## config.mk

```make
export PLATFORM = sky130hd
export DESIGN_NAME = uart_tx_scheduler_flat
export DESIGN_NICKNAME = d
export VERILOG_FILES = /design/src/rtl/uart_tx_scheduler_if.sv /design/src/rtl/uart_tx_scheduler.sv /design/src/flat_wrapper.sv
export SDC_FILE = /design/constraint.sdc
export NUM_CORES = 1
export LEC_CHECK = 0
export ABC_AREA = 1
export CAP_MARGIN = 20
export CELL_PAD_IN_SITES_DETAIL_PLACEMENT = 1
export CELL_PAD_IN_SITES_GLOBAL_PLACEMENT = 2
export CORE_ASPECT_RATIO = 1.1
export CORE_UTILIZATION = 23
export CTS_BUF_LIST = sky130_fd_sc_hd__clkbuf_2
export DETAILED_ROUTE_END_ITERATION = 7
export PLACE_DENSITY_LB_ADDON = 0.05
export SYNTH_ARGS = -nofsm -noshare
export SYNTH_HDL_FRONTEND = slang
export SYNTH_SLANG_ARGS = --single-unit
```

## constraint.sdc

```tcl
create_clock -name clk -period 4.1 [get_ports clk]
set_clock_uncertainty 0.2 [all_clocks]
set_input_delay 0.41 -clock clk [delete_from_list [all_inputs] [get_ports clk]]
set_output_delay 0.41 -clock clk [all_outputs]
set_load 0.02 [all_outputs]
```

## src/rtl/uart_tx_scheduler_if.sv

```systemverilog
// Requester handshake and transmitter-side signals of uart_tx_scheduler.
// master is the scheduler's view; slave is the view of the clients plus transmitter.
interface uart_tx_scheduler_if #(
  parameter int NUM_REQ    = 4,
  parameter int DATA_WIDTH = 8
);
  localparam int ID_W = $clog2(NUM_REQ);

  logic [NUM_REQ-1:0]            req_valid;
  logic [NUM_REQ*DATA_WIDTH-1:0] req_data;
  logic [NUM_REQ-1:0]            req_parity_en;
  logic [NUM_REQ-1:0]            req_odd_even;
  logic [NUM_REQ-1:0]            req_ready;
  logic                          tx_en;
  logic [DATA_WIDTH-1:0]         tx_data;
  logic                          tx_parity_en;
  logic                          tx_odd_even;
  logic                          tx_tick;
  logic                          tx_busy;
  logic [ID_W-1:0]               grant_id;
  logic                          active;
  logic                          launch_err;

  modport master (
    input  req_valid, req_data, req_parity_en, req_odd_even, tx_busy,
    output req_ready, tx_en, tx_data, tx_parity_en, tx_odd_even, tx_tick,
           grant_id, active, launch_err
  );

  modport slave (
    output req_valid, req_data, req_parity_en, req_odd_even, tx_busy,
    input  req_ready, tx_en, tx_data, tx_parity_en, tx_odd_even, tx_tick,
           grant_id, active, launch_err
  );
endinterface

```

## src/rtl/uart_tx_scheduler.sv

```systemverilog
// Round-robin scheduler sharing one UART transmitter among NUM_REQ requesters,
// plus the free-running bit-rate tick generator for that transmitter.
module uart_tx_scheduler #(
  parameter int NUM_REQ      = 4,
  parameter int DATA_WIDTH   = 8,
  parameter int CLKS_PER_BIT = 16,
  parameter int BUSY_TIMEOUT = 8
) (
  input  logic                clk,
  input  logic                rst,
  uart_tx_scheduler_if.master bus
);
  localparam int ID_W   = $clog2(NUM_REQ);
  localparam int TICK_W = $clog2(CLKS_PER_BIT);
  localparam int TO_W   = $clog2(BUSY_TIMEOUT + 1);
  localparam logic [TICK_W-1:0] TICK_LAST = TICK_W'(CLKS_PER_BIT - 1);
  localparam logic [TO_W-1:0]   TO_LAST   = TO_W'(BUSY_TIMEOUT - 1);

  typedef enum logic [1:0] {IDLE, LAUNCH, WAIT_BUSY, WAIT_DONE} state_t;

  state_t                state, state_nxt;
  logic [TICK_W-1:0]     tick_cnt;
  logic                  tick_q;
  logic [TO_W-1:0]       wait_cnt;
  logic [ID_W-1:0]       grant_q, win;
  logic                  win_found, accept, timeout;
  logic [DATA_WIDTH-1:0] data_q;
  logic                  parity_en_q, odd_even_q, launch_err_q;
  logic [DATA_WIDTH-1:0] req_data_arr [NUM_REQ];

  for (genvar i = 0; i < NUM_REQ; i++) begin : g_unpack
    assign req_data_arr[i] = bus.req_data[i*DATA_WIDTH +: DATA_WIDTH];
  end

  // NOTE: sequential state uses <= so every register samples pre-edge values.
  always_ff @(posedge clk) begin
    if (!rst) begin
      tick_cnt <= '0;
      tick_q   <= 1'b0;
    end else begin
      tick_q   <= (tick_cnt == TICK_LAST);
      tick_cnt <= (tick_cnt == TICK_LAST) ? '0 : tick_cnt + TICK_W'(1);
    end
  end

  // Search begins just after the last grant, so reset (grant_q = NUM_REQ-1) favours requester 0.
  always_comb begin
    int sum;
    // NOTE: every combinational output gets a default first, so no path infers a latch.
    win       = grant_q;
    win_found = 1'b0;
    sum       = 0;
    for (int k = 1; k <= NUM_REQ; k++) begin
      sum = int'(grant_q) + k;
      if (sum >= NUM_REQ) sum = sum - NUM_REQ;
      if (!win_found && bus.req_valid[ID_W'(sum)]) begin
        win       = ID_W'(sum);
        win_found = 1'b1;
      end
    end
  end

  assign accept = (state == IDLE) && rst && !bus.tx_busy && win_found;

  always_comb begin
    state_nxt = state;
    timeout   = 1'b0;
    unique case (state)
      IDLE:      if (accept) state_nxt = LAUNCH;
      LAUNCH:    state_nxt = WAIT_BUSY;
      WAIT_BUSY: begin
        if (bus.tx_busy) begin
          state_nxt = WAIT_DONE;
        end else if (wait_cnt == TO_LAST) begin
          timeout   = 1'b1;
          state_nxt = IDLE;
        end
      end
      WAIT_DONE: if (!bus.tx_busy) state_nxt = IDLE;
      default:   state_nxt = IDLE;
    endcase
  end

  always_ff @(posedge clk) begin
    if (!rst) state <= IDLE;
    else      state <= state_nxt;
  end

  // A timed-out launch still records its grant, so the rotation moves past it.
  always_ff @(posedge clk) begin
    if (!rst) begin
      grant_q      <= ID_W'(NUM_REQ - 1);
      data_q       <= '0;
      parity_en_q  <= 1'b0;
      odd_even_q   <= 1'b0;
      wait_cnt     <= '0;
      launch_err_q <= 1'b0;
    end else begin
      launch_err_q <= timeout;
      wait_cnt     <= (state == WAIT_BUSY) ? wait_cnt + TO_W'(1) : '0;
      if (accept) begin
        grant_q     <= win;
        data_q      <= req_data_arr[win];
        parity_en_q <= bus.req_parity_en[win];
        odd_even_q  <= bus.req_odd_even[win];
      end
    end
  end

  assign bus.req_ready    = accept ? (NUM_REQ'(1) << win) : '0;
  assign bus.tx_en        = (state == LAUNCH);
  assign bus.tx_data      = data_q;
  assign bus.tx_parity_en = parity_en_q;
  assign bus.tx_odd_even  = odd_even_q;
  assign bus.tx_tick      = tick_q;
  assign bus.grant_id     = grant_q;
  assign bus.active       = (state != IDLE);
  assign bus.launch_err   = launch_err_q;
endmodule

```

## src/flat_wrapper.sv

```systemverilog
// flat-port wrapper written by rule: the top's interface ports become plain ports
module uart_tx_scheduler_flat 
#(
  parameter int NUM_REQ      = 4,
  parameter int DATA_WIDTH   = 8,
  parameter int CLKS_PER_BIT = 16,
  parameter int BUSY_TIMEOUT = 8
)
  (clk, rst, bus_req_valid, bus_req_data, bus_req_parity_en, bus_req_odd_even, bus_tx_busy, bus_req_ready, bus_tx_en, bus_tx_data, bus_tx_parity_en, bus_tx_odd_even, bus_tx_tick, bus_grant_id, bus_active, bus_launch_err);
  uart_tx_scheduler_if #(.NUM_REQ(NUM_REQ), .DATA_WIDTH(DATA_WIDTH)) bus_i ();
  input  logic clk;
  input  logic rst;
  input wire logic [$bits(bus_i.req_valid)-1:0] bus_req_valid;
  input wire logic [$bits(bus_i.req_data)-1:0] bus_req_data;
  input wire logic [$bits(bus_i.req_parity_en)-1:0] bus_req_parity_en;
  input wire logic [$bits(bus_i.req_odd_even)-1:0] bus_req_odd_even;
  input wire logic [$bits(bus_i.tx_busy)-1:0] bus_tx_busy;
  output wire logic [$bits(bus_i.req_ready)-1:0] bus_req_ready;
  output wire logic [$bits(bus_i.tx_en)-1:0] bus_tx_en;
  output wire logic [$bits(bus_i.tx_data)-1:0] bus_tx_data;
  output wire logic [$bits(bus_i.tx_parity_en)-1:0] bus_tx_parity_en;
  output wire logic [$bits(bus_i.tx_odd_even)-1:0] bus_tx_odd_even;
  output wire logic [$bits(bus_i.tx_tick)-1:0] bus_tx_tick;
  output wire logic [$bits(bus_i.grant_id)-1:0] bus_grant_id;
  output wire logic [$bits(bus_i.active)-1:0] bus_active;
  output wire logic [$bits(bus_i.launch_err)-1:0] bus_launch_err;
  assign bus_i.req_valid = bus_req_valid;
  assign bus_i.req_data = bus_req_data;
  assign bus_i.req_parity_en = bus_req_parity_en;
  assign bus_i.req_odd_even = bus_req_odd_even;
  assign bus_i.tx_busy = bus_tx_busy;
  assign bus_req_ready = bus_i.req_ready;
  assign bus_tx_en = bus_i.tx_en;
  assign bus_tx_data = bus_i.tx_data;
  assign bus_tx_parity_en = bus_i.tx_parity_en;
  assign bus_tx_odd_even = bus_i.tx_odd_even;
  assign bus_tx_tick = bus_i.tx_tick;
  assign bus_grant_id = bus_i.grant_id;
  assign bus_active = bus_i.active;
  assign bus_launch_err = bus_i.launch_err;
  uart_tx_scheduler #(.NUM_REQ(NUM_REQ), .DATA_WIDTH(DATA_WIDTH), .CLKS_PER_BIT(CLKS_PER_BIT), .BUSY_TIMEOUT(BUSY_TIMEOUT)) u_core (.clk(clk), .rst(rst), .bus(bus_i));
endmodule
```

Yosys cells after proc, flatten, opt, wreduce, memory -nomap -nowiden
Index checks and enable logic that the tools add are counted.

Reduce and logical (&&, ||, !) cells: 16. Add/sub/neg operators: 10. Order comparisons: 10. Bitwise logic cells: 3. Eq/ne operators: 8. Multiplexer cells: 38. Shifts and indexed selects: 1.

Operator list (number): $mux W2 (12); $bmux W8 S2 (1); $lt A2 B4 Y1 const B (4); $mux W8 (2); $mux W1 (15); $bmux W1 S2 (6); $ge A3 B3 Y1 const B (4); $add A4 B1 Y4 const B (2); $pmux W2 S4 (1); $sub A2 B1 Y2 const B (4); $add A2 B2 Y3 const B (2); $logic_and A1 B1 Y1 (6); $add A2 B3 Y4 const B (1); $eq A2 B2 Y1 const B (2); $eq A4 B3 Y1 const B (1); $eq A4 B4 Y1 const B (1); $ge A4 B3 Y1 const B (1); $logic_not A1 Y1 (4); $mux W4 (1); $shl A1 B2 Y4 const A (1); $add A2 B1 Y3 const B (1); $lt A2 B3 Y1 const B (1); $ne A3 B2 Y1 const B (1); $not A2 Y3 (1); other kinds (10) (11).

Output and inout port bits: 20. Word-level logic and storage cells: 95. Register bits after elaboration: 24.

Longest topological paths before layout
Depth in word-level cells: 20. Depth in mapped cells: 17. Depth with buffers taken out: 15.

Worst setup path after synthesis
OpenSTA, ideal clock, no wires.

Kind: register -> output. From: reg u_core.grant_q[0], in the netlist u_core.bus.grant_id[0]. To: out bus_req_ready[3]. Setup slack: 1.644 ns. Stages on the path, launching flop included: 15. Data arrival time: 1.846 ns. Cell sequence: dfxtp_1 buf_6 inv_6 nand2_1 nand2_1 nand2_2 nand2_2 inv_2 nand3_1 nand3_1 nand2_2 nor2_2 buf_6 inv_1 a21oi_1.

Word-level cells in the longest chain between the ends: 18.

Ends and longest elaborated chain: from (decl) (line uart_tx_scheduler.sv:25) `logic [ID_W-1:0] grant_q, win;`; from (signal assigned) (line uart_tx_scheduler.sv:92) `grant_q <= ID_W'(NUM_REQ - 1);`; from (signal assigned) (line uart_tx_scheduler.sv:102) `grant_q <= win;`; $add A2 B1 Y3 (line uart_tx_scheduler.sv:54) `sum = int'(grant_q) + k;`; $ge A3 B3 Y1 or $sub A2 B1 Y2 (tied branches) (line uart_tx_scheduler.sv:55) `if (sum >= NUM_REQ) sum = sum - NUM_REQ;`; $mux W2 (line uart_tx_scheduler.sv:55); $bmux W1 S2 (line uart_tx_scheduler.sv:56) `if (!win_found && bus.req_valid[ID_W'(sum)]) begin`; $mux W1 (implied by the code) (2 in series) (line uart_tx_scheduler.sv:56); $mux W1 (line uart_tx_scheduler.sv:56); $logic_not A1 Y1 (line uart_tx_scheduler.sv:56); $logic_and A1 B1 Y1 (line uart_tx_scheduler.sv:56); $mux W1 (line uart_tx_scheduler.sv:56); $logic_not A1 Y1 (line uart_tx_scheduler.sv:56); $logic_and A1 B1 Y1 (line uart_tx_scheduler.sv:56); $mux W1 (line uart_tx_scheduler.sv:56); $logic_not A1 Y1 (line uart_tx_scheduler.sv:56); $logic_and A1 B1 Y1 (line uart_tx_scheduler.sv:56); $mux W2 or $mux W1 (tied branches) (line uart_tx_scheduler.sv:56); $shl A1 B2 Y4 or $logic_and A1 B1 Y1 (tied branches) (line uart_tx_scheduler.sv:110, uart_tx_scheduler.sv:63); $mux W4 (*) (line uart_tx_scheduler.sv:110) `assign bus.req_ready = accept ? (NUM_REQ'(1) << win) : '0;`; to (decl) (line flat_wrapper.sv:18) `output wire logic [$bits(bus_i.req_ready)-1:0] bus_req_ready;`.

Every way passes the cells marked *; elsewhere a longest branch is shown, timed or not. The select of a mux whose other input is x is not followed.

Worst setup path after layout
Ends and elaborated chain as after synthesis.

==> PnR_summary.wiki <==
{| class="wikitable"
! Metric !! Value
|-
| Hold violation count in the final report || 0
|-
| Via density || 4.49
|-
| GRT Resource Usage Total || 15.8%
|-
| Die span in x || 80.9 microns
|-
| Simple-gate portion of the synthesized area || 51.5%
|-
| Arrival time at the worst endpoint || 2880 ps
|-
| Top area cells in the synthesized netlist || dfxtp_1 (30%), nand2_1 (23%), nand3_1 (17%)
|-
| Antenna violations before repair || 0
|-
| Met2 track utilization from global routing || 27.6%
|-
| Logic pwr share || 69.0%
|-
| Antenna violation net count after detailed routing || 0
|-
| Initial DRT Pass Iterations || 4
|-
| Path type of the worst setup path || register to output pin
|-
| Final max-slew violation count || 0
|-
| ANT cells || 0
|-
| Post-route worst setup slack || 605 ps
|-
| Net switching component of the power || 0.758 mW
|-
| Final Setup Violations || 0
|-
| Layer with the highest usage after global routing || met2
|-
| Detailed Route WL || 5410 microns
|-
| Most common library cell in the layout ignoring fill and taps || nand2_1
|-
| Fraction of final layout cells with drive strength greater than 1 || 7.76%
|-
| Placed Cells || 400
|-
| Clock transition at the register clock pins on the worst setup and hold paths after CTS || 250 ps
|-
| Number of instances in the synthesized netlist || 259
|-
| Total DRC errors in the routed layout || 0
|-
| Yosys top cell area share || 30.5%
|-
| Ys Warns || 0
|-
| Worst hold margin || 268 ps
|-
| Normalized max-slew margin || 69.1%
|-
| Yosys reg bits || 24
|-
| H-Tree Level Count || 1
|-
| Core Region || 6590 sq um
|-
| Critical register-to-register path startpoint || u_core.bus.grant_id[0]
|-
| Routability-driven placement congestion ratio || 0.767
|-
| Met1 routing resource usage after global routing || 20.0%
|-
| Dominant combinational cell family by area after synthesis || simple AND/OR/NAND/NOR gates
|-
| Setup repair after global routing missed its margin || no
|-
| Via count of the first global-routing pass || 1,812
|-
| Grt met3 use || 2.47%
|-
| Sw Share || 52.4%
|-
| Post-synthesis average cell area || 6.09 sq um
|-
| Count of non-filler cells in the finished layout || 404
|-
| Root buf cell || clkbuf_2
|-
| HP Class || register to register
|-
| CTS Hold Bufs || 0
|-
| Setup WS pre-CTS || 808 ps
|-
| Power per cell area || 629 nW/um^2
|-
| Sequential-to-total area share from yosys stat || 30.5%
|-
| CTS Buf Count || 3
|-
| Count of maximum capacitance violations || 0
|-
| CP Data Required Time || 3490 ps
|-
| Most used cells in the layout excluding fill and tap cells || nand2_1 (95), clkdlybuf4s50_1 (66), nand3_1 (52), dfxtp_1 (24), inv_1 (23)
|-
| Total vias in the final route || 1,814
|-
| TritonCTS sink count || 24
|-
| Flop pwr share || 24.2%
|-
| Die Ht || 88.8 microns
|-
| Transition at the pin with the smallest max-transition slack || 462 ps
|-
| Worst hold path startpoint || u_core.wait_cnt[0]
|-
| Worst vdd ir || 0.325 mV
|-
| Xor-xnor portion of the synthesized cell area || 0.556%
|-
| Post-synthesis cell type count || 24
|-
| Final clock period utilization by the worst path || 85.2%
|-
| Mean routed wirelength per cell || 13.4 microns
|-
| Port-buffer cells || 66
|-
| Fraction of the mapped netlist area in compound gates || 3.57%
|-
| TritonCTS clock tree || done
|-
| Leftover overflow at the end of global routing || 0
|-
| Clock network power share || 6.8%
|-
| Utilization of the core after routing || 34.9%
|-
| Synth Area in Adders || 1.59%
|-
| Clock latency on the worst-skew pair || 350 ps
|-
| Layout-stage area growth over the synthesis result || 46.0%
|-
| I/O pin cnt || 67
|-
| Pin count of the biggest net entering global routing || 24
|-
| Total half-perimeter wirelength after legalization and detailed placement || 4070 microns
|-
| Start point of the critical path || u_core.bus.grant_id[0]
|-
| P_int || 0.689 mW
|-
| Die Area || 7190 sq um
|-
| Cell type contributing the most total cell area after synthesis || dfxtp_1
|-
| Fmax || 286 MHz
|-
| Setup TNS || 0 ps
|-
| Global-route wire length before repair || 8690 microns
|-
| Initial drt markers || 51
|-
| Area of the mapped netlist || 1580 sq um
|-
| Post-CTS repair timing setup buffer count || 0
|-
| Effective utilization at floorplan || 23.9%
|-
| Final Net Count || 372
|-
| Leak pwr || 1.10 nW
|-
| Post-Synthesis Net Count || 308
|-
| Mux share of post-synthesis cell area || 0%
|-
| Worst-case clock buffer depth || 2
|-
| Nature of the critical path startpoint || register
|-
| Shortest period the worst path allows || 3490 ps
|-
| Post-cts resize count || 0
|-
| Critical path peak fanout || 13
|-
| Worst Setup End Kind || output pin
|-
| FP Rows || 31
|-
| Result of the run || finished clean
|}
## flip-flops by register name (all words and copies together) (netlist names)
| register | count |
|---|---|
| u_core.bus.tx_tick | 1 |
| u_core.bus.launch_err | 1 |
| u_core.wait_cnt | 4 |
| u_core.bus.tx_parity_en | 1 |
| u_core.bus.grant_id | 2 |
| u_core.bus.tx_odd_even | 1 |
| u_core.bus.tx_data | 8 |
| u_core.tick_cnt | 4 |
| u_core.state | 2 |
## kinds of logic (layout without fill, tap and decap cells)
family | count (synthesis) | in the layout
fa+ha+maj | 2 | 2
simple gates | 183 | 183
xor+xnor | 1 | 1
flops | 24 | 24
compound gates | 11 | 11
buf+inv | 38 | 101
## Yosys cell counts
cell type and count:
a21oi_1 6, a31oi_1 1, buf_2 4, buf_4 3, buf_6 4, dfxtp_1 24
ha_1 2, inv_1 23, inv_2 3, inv_6 1, nand2_1 95, nand2_2 10
nand2_4 1, nand3_1 52, nand3_2 1, nand4_1 2, nor2_1 15, nor2_2 1
nor3_1 2, nor3b_1 1, nor4_1 2, o21ai_0 4, or2_2 1, xnor2_1 1
## power groups by stage
stage          Combinational [mW]  Clock [mW]  Sequential [mW]
5_1_grt                      1.12       0.115            0.361
3_5_place_dp                 1.02           0            0.357
3_3_place_gp                 1.02           0            0.357
2_1_floorplan               0.656           0            0.397
4_1_cts                      1.02       0.108            0.351
6_report                    0.998      0.0989            0.350
## critical path: stages (launching register included)
cell and delay (ps):
dfxtp_1 670, inv_6 90, nand2_1 70, nand2_1 90
nand2_2 100, nand2_2 70, inv_2 90, nand3_1 80
nand3_1 110, nand2_2 190, nor2_2 160, inv_1 80
a21oi_1 120, clkdlybuf4s50_1 610
## final timing paths
path,to,slack [ps],depth (start not counted)
max,bus_req_ready[3],610,13
min,u_core.wait_cnt[0],270,1
min reg2reg,u_core.wait_cnt[0],270,1
max reg2reg,u_core.bus.tx_parity_en,1680,15
## final cells by class
cell class / instances / area, sq um
flip-flops and latches: 24 / 480
repair buffers: 70 / 691
multi-input cells: 197 / 902
inverters: 27 / 106
fillers: 854 / 4290
clock inverters: 1 / 3.75
clock buffers: 3 / 15.0
well taps: 82 / 103
## per-stage QoR
stage	area (sq um)	total power, mW
3_5_place_dp	2280	1.37
6_report	2300	1.45
5_1_grt	2300	1.60
4_1_cts	2300	1.48
2_1_floorplan	1580	1.05
3_3_place_gp	2280	1.38
## per-layer routing
metal | part of all wire, % | vias to the layer above
li1 | - | 950
met1 | 47 | 819
met2 | 48 | 41
met3 | 5.0 | 4
met4 | 0.80 | 0
met5 | 0 | -
(Power assumes the default switching activity.)
